$ cat config.mk
export PLATFORM = sky130hd
export DESIGN_NAME = keypad_entry_ctrl
export DESIGN_NICKNAME = d
export VERILOG_FILES = /design/src/rtl/keypad_entry_ctrl.sv
export SDC_FILE = /design/constraint.sdc
export NUM_CORES = 1
export LEC_CHECK = 0
export ABC_AREA = 1
export BUFFER_PORTS_ARGS = -buffer_cell sky130_fd_sc_hd__buf_2
export CAP_MARGIN = 20
export CORE_UTILIZATION = 40
export CTS_CLUSTER_SIZE = 10
export DETAILED_ROUTE_END_ITERATION = 10
export GPL_TIMING_DRIVEN = 0
export MAX_ROUTING_LAYER = met4
export SYNTH_ARGS = -nofsm -noshare
export SYNTH_HDL_FRONTEND = slang
export SYNTH_SLANG_ARGS = --single-unit
$ cat constraint.sdc
create_clock -name clock -period 4.3 [get_ports clock]
set_clock_uncertainty 0.1 [all_clocks]
set_input_delay 0.215 -clock clock [delete_from_list [all_inputs] [get_ports clock]]
set_output_delay 0.215 -clock clock [all_outputs]
set_load 0.1 [all_outputs]
$ cat src/rtl/keypad_entry_ctrl.sv
// keypad_entry_ctrl
// Synchronous keypad entry controller. Synchronises and debounces ten digit
// keys plus Enter and Clear, shifts accepted digits into a BCD register for
// the bcd7seg display path, and on Enter converts the BCD digits to binary
// (one digit per cycle, MSD first). The result is offered with a valid/ready
// handshake.
//
// Ports
//   clock        system clock, rising edge
//   reset        asynchronous active-low reset
//   IO[9:0]      raw digit keys, bit k = key "k"
//   key_enter    raw Enter key
//   key_clear    raw Clear key
//   num_ready    consumer accepts numero this cycle
//   digits_bcd   entered digits, [3:0] = least-significant digit
//   entry_count  number of digits entered (0..DIGITS)
//   numero       binary value of the entry, stable while num_valid
//   num_valid    numero available
//   busy         converting or holding a result
//   err_multi    one-cycle pulse on a multi-key press
//   err_overflow one-cycle pulse on a digit press with a full entry
module keypad_entry_ctrl #(
  parameter int unsigned DIGITS          = 4,
  parameter int unsigned DEBOUNCE_CYCLES = 16
) (
  input  logic                  clock,
  input  logic                  reset,
  input  logic [9:0]            IO,
  input  logic                  key_enter,
  input  logic                  key_clear,
  input  logic                  num_ready,
  output logic [4*DIGITS-1:0]   digits_bcd,
  output logic [2:0]            entry_count,
  output logic [13:0]           numero,
  output logic                  num_valid,
  output logic                  busy,
  output logic                  err_multi,
  output logic                  err_overflow
);

  localparam int unsigned CW = $clog2(DEBOUNCE_CYCLES + 1);

  typedef enum logic [2:0] {
    S_IDLE,
    S_DEBOUNCE,
    S_CONVERT,
    S_HOLD,
    S_RELEASE
  } state_t;

  state_t               state_q, state_d;
  logic [11:0]          sync1_q, sync2_q;
  logic [11:0]          cand_q, cand_d;
  logic [CW-1:0]        cnt_q, cnt_d;
  logic [13:0]          acc_q, acc_d;
  logic [1:0]           idx_q, idx_d;
  logic [4*DIGITS-1:0]  bcd_q, bcd_d;
  logic [2:0]           ecnt_q, ecnt_d;
  logic [13:0]          numero_q, numero_d;
  logic                 valid_q, valid_d;
  logic                 emulti_q, emulti_d;
  logic                 eovf_q, eovf_d;
  logic                 multi_prev_q, multi_prev_d;

  logic [11:0] keys;
  logic        multi;
  logic        onehot;
  logic [3:0]  cand_digit;
  logic [3:0]  cur_digit;
  logic [13:0] acc_x10;

  assign keys   = sync2_q;
  // Clearing the lowest set bit leaves something only if 2+ bits are set.
  assign multi  = (keys & (keys - 12'd1)) != '0;
  assign onehot = (keys != '0) && !multi;

  assign acc_x10 = (acc_q << 3) + (acc_q << 1);

  always_comb begin
    cand_digit = '0;
    for (int unsigned k = 0; k < 10; k++) begin
      if (cand_q[k]) cand_digit = 4'(k);
    end
  end

  always_comb begin
    cur_digit = '0;
    for (int unsigned i = 0; i < DIGITS; i++) begin
      if (idx_q == 2'(i)) cur_digit = bcd_q[4*i +: 4];
    end
  end

  always_comb begin
    state_d      = state_q;
    cand_d       = cand_q;
    cnt_d        = cnt_q;
    acc_d        = acc_q;
    idx_d        = idx_q;
    bcd_d        = bcd_q;
    ecnt_d       = ecnt_q;
    numero_d     = numero_q;
    valid_d      = valid_q;
    emulti_d     = 1'b0;
    eovf_d       = 1'b0;
    multi_prev_d = multi;

    case (state_q)
      S_IDLE: begin
        if (onehot) begin
          cand_d  = keys;
          cnt_d   = '0;
          state_d = S_DEBOUNCE;
        end else if (multi && !multi_prev_q) begin
          // Flag only the first cycle of a chord so the error stays a pulse.
          emulti_d = 1'b1;
        end
      end

      S_DEBOUNCE: begin
        if (keys != cand_q) begin
          state_d = S_IDLE;
        end else if (cnt_q == CW'(DEBOUNCE_CYCLES - 1)) begin
          cnt_d = '0;
          if (cand_q[11]) begin
            bcd_d   = '0;
            ecnt_d  = '0;
            state_d = S_RELEASE;
          end else if (cand_q[10]) begin
            acc_d   = '0;
            idx_d   = 2'(DIGITS - 1);
            state_d = S_CONVERT;
          end else begin
            if (ecnt_q < 3'(DIGITS)) begin
              bcd_d  = {bcd_q[4*DIGITS-5:0], cand_digit};
              ecnt_d = ecnt_q + 3'd1;
            end else begin
              eovf_d = 1'b1;
            end
            state_d = S_RELEASE;
          end
        end else begin
          cnt_d = cnt_q + CW'(1);
        end
      end

      S_CONVERT: begin
        acc_d = acc_x10 + {10'd0, cur_digit};
        if (idx_q == 2'd0) begin
          numero_d = acc_d;
          valid_d  = 1'b1;
          state_d  = S_HOLD;
        end else begin
          idx_d = idx_q - 2'd1;
        end
      end

      S_HOLD: begin
        if (num_ready) begin
          valid_d = 1'b0;
          bcd_d   = '0;
          ecnt_d  = '0;
          cnt_d   = '0;
          state_d = S_RELEASE;
        end
      end

      S_RELEASE: begin
        if (keys != '0) begin
          cnt_d = '0;
        end else if (cnt_q == CW'(DEBOUNCE_CYCLES - 1)) begin
          cnt_d   = '0;
          state_d = S_IDLE;
        end else begin
          cnt_d = cnt_q + CW'(1);
        end
      end

      default: state_d = S_IDLE;
    endcase
  end

  always_ff @(posedge clock or negedge reset) begin
    if (!reset) begin
      state_q      <= S_IDLE;
      sync1_q      <= '0;
      sync2_q      <= '0;
      cand_q       <= '0;
      cnt_q        <= '0;
      acc_q        <= '0;
      idx_q        <= '0;
      bcd_q        <= '0;
      ecnt_q       <= '0;
      numero_q     <= '0;
      valid_q      <= 1'b0;
      emulti_q     <= 1'b0;
      eovf_q       <= 1'b0;
      multi_prev_q <= 1'b0;
    end else begin
      state_q      <= state_d;
      sync1_q      <= {key_clear, key_enter, IO};
      sync2_q      <= sync1_q;
      cand_q       <= cand_d;
      cnt_q        <= cnt_d;
      acc_q        <= acc_d;
      idx_q        <= idx_d;
      bcd_q        <= bcd_d;
      ecnt_q       <= ecnt_d;
      numero_q     <= numero_d;
      valid_q      <= valid_d;
      emulti_q     <= emulti_d;
      eovf_q       <= eovf_d;
      multi_prev_q <= multi_prev_d;
    end
  end

  assign digits_bcd   = bcd_q;
  assign entry_count  = ecnt_q;
  assign numero       = numero_q;
  assign num_valid    = valid_q;
  assign busy         = (state_q == S_CONVERT) || (state_q == S_HOLD);
  assign err_multi    = emulti_q;
  assign err_overflow = eovf_q;

endmodule

==> summary.txt <==
Run status
  • Outcome: finished, violations left
  • Violated checks: DRC

Clocking
  • Clock sink count: 96
  • Clock H-tree levels: 3
  • Setup Buffers After CTS: 0
  • Worst-skew pair later-pin latency: 0.36 ns
  • Clock tree from TritonCTS: built
  • Post_cts resized: 0
  • Clock buffers created by TritonCTS: 9
  • Clock-pin slew reported for the worst setup and hold paths after clock tree synthesis: 0.07 ns
  • Hold buffer count at CTS: 14
  • Root buffer selected by CTS: clkbuf_16
  • Maximum clock path buffer count: 2

Drt
  • Number of nets with antenna violations after detailed routing: 0
  • Top routing layer in use: met4
  • Wirelength, routed: 10400 um
  • Detailed route wirelength on metal2: about 5100 um
  • Detailed-route wire length per cell: about 13 um
  • Met3 wirelength from detailed routing: 307 um
  • Iter 0 DRT Violations: 145
  • Routed via count divided by cell count: 4.95
  • Via count of the routed design: about 3800
  • Number of search-and-repair iterations in the first detailed-routing pass: 7
  • DRC: 3
  • Wl on met1: 4810 um

Cells and area
  • Top library cells by usage in the layout, fill and taps aside: nand2_1, dfrtp_1, o21ai_0, buf_2, inv_1
  • Final core utilization: 0.494
  • Area grow syn2layout: 18.2%
  • Combined area of the multi-input logic cells: 2210 um2
  • Non-filler instance count after layout: 774
  • Most common library cell in the layout ignoring fill and taps: nand2_1
  • Final antenna diode count: 0
  • FILL cells: 1115
  • Layout net count: roughly 670
  • Layout cells sized above 1: 0.155
  • Area taken by flip-flops and latches: 2400 um2

Synthesis
  • Share of synthesized area occupied by flip-flops and latches: 0.495
  • Share of flip-flops with an asynchronous set or reset: 1.00
  • Unique masters post-synth: 38
  • Number of flops mapped to enable cells by yosys: 0
  • Avg Inst Size Synth: 8.83 um2
  • Most frequently used flop master after synthesis: dfrtp_1
  • Total of flip-flops plus latches after synthesis: 96
  • Cell count after synthesis: 550
  • Synth Warn #: 0
  • Mapped Nets: 595
  • Mapped Area: between 4000 and 5000 um2

Timing
  • Final period utilization: 0.907
  • Max-slew headroom at the worst pin: 0.637
  • Max Clock Freq: 0.257 GHz
  • Transition time at the pin with the least slew margin: 0.545 ns
  • Final critical-path required period: 3.90 ns
  • Setup violation total in the final timing report: 0
  • Final Hold Slack: ~0.22 ns
  • Final-report hold violation count: 0
  • Final setup TNS: 0 ns
  • Unrepaired setup endpoints after global routing: no
  • Max Transition Viols Final: 0

Placed design
  • Final HPWL from detailed placement: 7640 um
  • Quantity of I/O buffers inserted on ports: 51
  • Post-Place Cells: 745
  • Placer congestion estimate: ~0.87

Worst setup path
  • Number of buffer and inverter instances along the worst setup path: 2
  • Element type at the critical path start: flip-flop
  • Sort of element at the end of the critical path: flip-flop
  • Endpoint of the most critical setup path: acc_q[12]$_DFFE_PN0P_
  • CP Data Arrival Time: 4.01 ns
  • Crit path max-delay cell type: fa_1
  • Source of the critical timing path: idx_q[0]$_DFFE_PN0P_
  • Worst r2r dst: acc_q[12]$_DFFE_PN0P_
  • Critical-path maximum fanout: 4
  • Largest delay contributor family on the critical path: compound AO/OA/AOI/OAI gates
  • Data required, critical path: around 4.4 ns
  • Reg-to-reg startpoint: idx_q[0]$_DFFE_PN0P_
  • Number of cells on the worst reg-to-reg path: 15
  • Category of the critical setup timing path: reg2reg
  • Internal reg-to-reg setup slack: approximately 0.40 ns
  • Slowest stage delay, CP: about 0.51 ns
  • Count of cell instances traversed by the critical path: 15
  • Most used cell, CP: o21ai_0
  • CP cell instances: inv_1, ha_1, inv_1, or2_2, o21ai_0, nand2_1, nand2_1, o21ai_0, fa_1, fa_1, o21ai_0, a21oi_1, o21ai_0, xnor2_1, o21ai_0

Pwr
  • Leakage dissipation: 2.93 nW
  • Power per standard cell area: 304 nW/um2
  • Worst ir drop on vdd: 0.000235 V

Die
  • Effective utilization at floorplan: 0.418
  • Area of the die: between 10000 and 15000 um2
  • # IOs: 52
  • Core ar.: 11600 um2
  • Die width: between 100 and 150 um
  • Die extent in y: 112 um
  • Num rows: 39

Global route
  • Antenna violations before repair: 0
  • Largest net degree at the start of global routing: 68
  • Number of global-route vias before repair: 3823
  • Total congestion overflow after global routing: 0
  • Total global routing track utilization: 0.189
  • Global-route wire length before repair: 18000 um

Job
  • Max cap viols: 0

Min path
  • Min-Delay Path Class: in2async
## layer usage
| metal | global-route usage | vias up |
|---|---|---|
| li1 | - | 1949 |
| met1 | 0.226 | 1822 |
| met2 | 0.314 | 52 |
| met3 | 0.0400 | 11 |
| met4 | 0.0747 | 0 |
| met5 | - | - |
## worst min-delay path by stage
stage	from	end	slack, ns	cells past startpoint
floorplan	reset	acc_q[0]$_DFFE_PN0P_	-0.18	0
global placement	key_clear	sync1_q[11]$_DFF_PN0_	0.22	1
detailed placement	reset	digits_bcd[8]$_DFFE_PN0P_	0.07	1
CTS	reset	digits_bcd[8]$_DFFE_PN0P_	0.24	2
global route	sync1_q[4]$_DFF_PN0_	keys[4]$_DFF_PN0_	0.25	0
finish	reset	digits_bcd[8]$_DFFE_PN0P_	0.22	2
## power by group
part	internal, mW	switching (mW)
clock network	0.410	0.355
logic	0.0241	0.0317
registers	0.914	0.00951
total	1.35	0.396
## cells in the mapped netlist (2+ instances only)
master,number,share of area
xor2_1,5,0.0090
fa_1,2,0.0082
o21ai_0,56,0.058
or2_2,3,0.0039
nor3_1,3,0.0031
nand4_1,12,0.015
nor2_2,4,0.0052
nand3_2,3,0.0062
xnor2_1,17,0.031
dfrtp_1,96,0.49
o22ai_1,2,0.0026
nor2_1,33,0.026
o21bai_1,4,0.0062
o31ai_1,2,0.0031
inv_1,49,0.038
a21o_1,3,0.0046
ha_1,28,0.072
nand2_2,3,0.0039
nand3_1,18,0.019
clkbuf_1,2,0.0015
buf_2,5,0.0052
nor2_4,4,0.0093
a21oi_1,20,0.021
o21ai_1,7,0.0072
nand2_1,156,0.12
## stage by stage
| step | cell area (um2) | power, mW | setup slack, ns |
|---|---|---|---|
| global route | 5740 | 1.81 | 0.0986 |
| CTS | 5740 | 1.77 | 0.443 |
| detailed placement | 5320 | 0.989 | 0.478 |
| global placement | 5290 | 0.984 | 0.559 |
| finish | 5740 | 1.74 | 0.402 |
| floorplan | 4850 | 0.956 | 0.883 |
## sequential cells by signal, indices dropped and copies added (netlist names)
name          flops
multi_prev_q      1
numero           14
err_overflow      1
cnt_q             5
keys             12
num_valid         1
err_multi         1
entry_count       3
acc_q            13
state_q           3
cand_q           12
idx_q             2
sync1_q          12
digits_bcd       16
## layout make-up
type | count | share of cell area
Buffer | 9 | 0.00894
Clock buffer | 10 | 0.0416
Clock inverter | 5 | 0.00741
Inverter | 50 | 0.0327
Multi-Input combinational cell | 395 | 0.386
Sequential cell | 96 | 0.418
Tap cell | 143 | 0.0312
Timing Repair Buffer | 66 | 0.0741
## logic make-up after synthesis
family                     synth area share
adders and majority gates            0.0804
xor gates and xnor gates             0.0397
AOI/OAI and AO/OA                     0.113
buffers and inverters                0.0492
DFF                                   0.495
and+or+nand+nor                       0.223
Power figures use the tool's default switching activity.
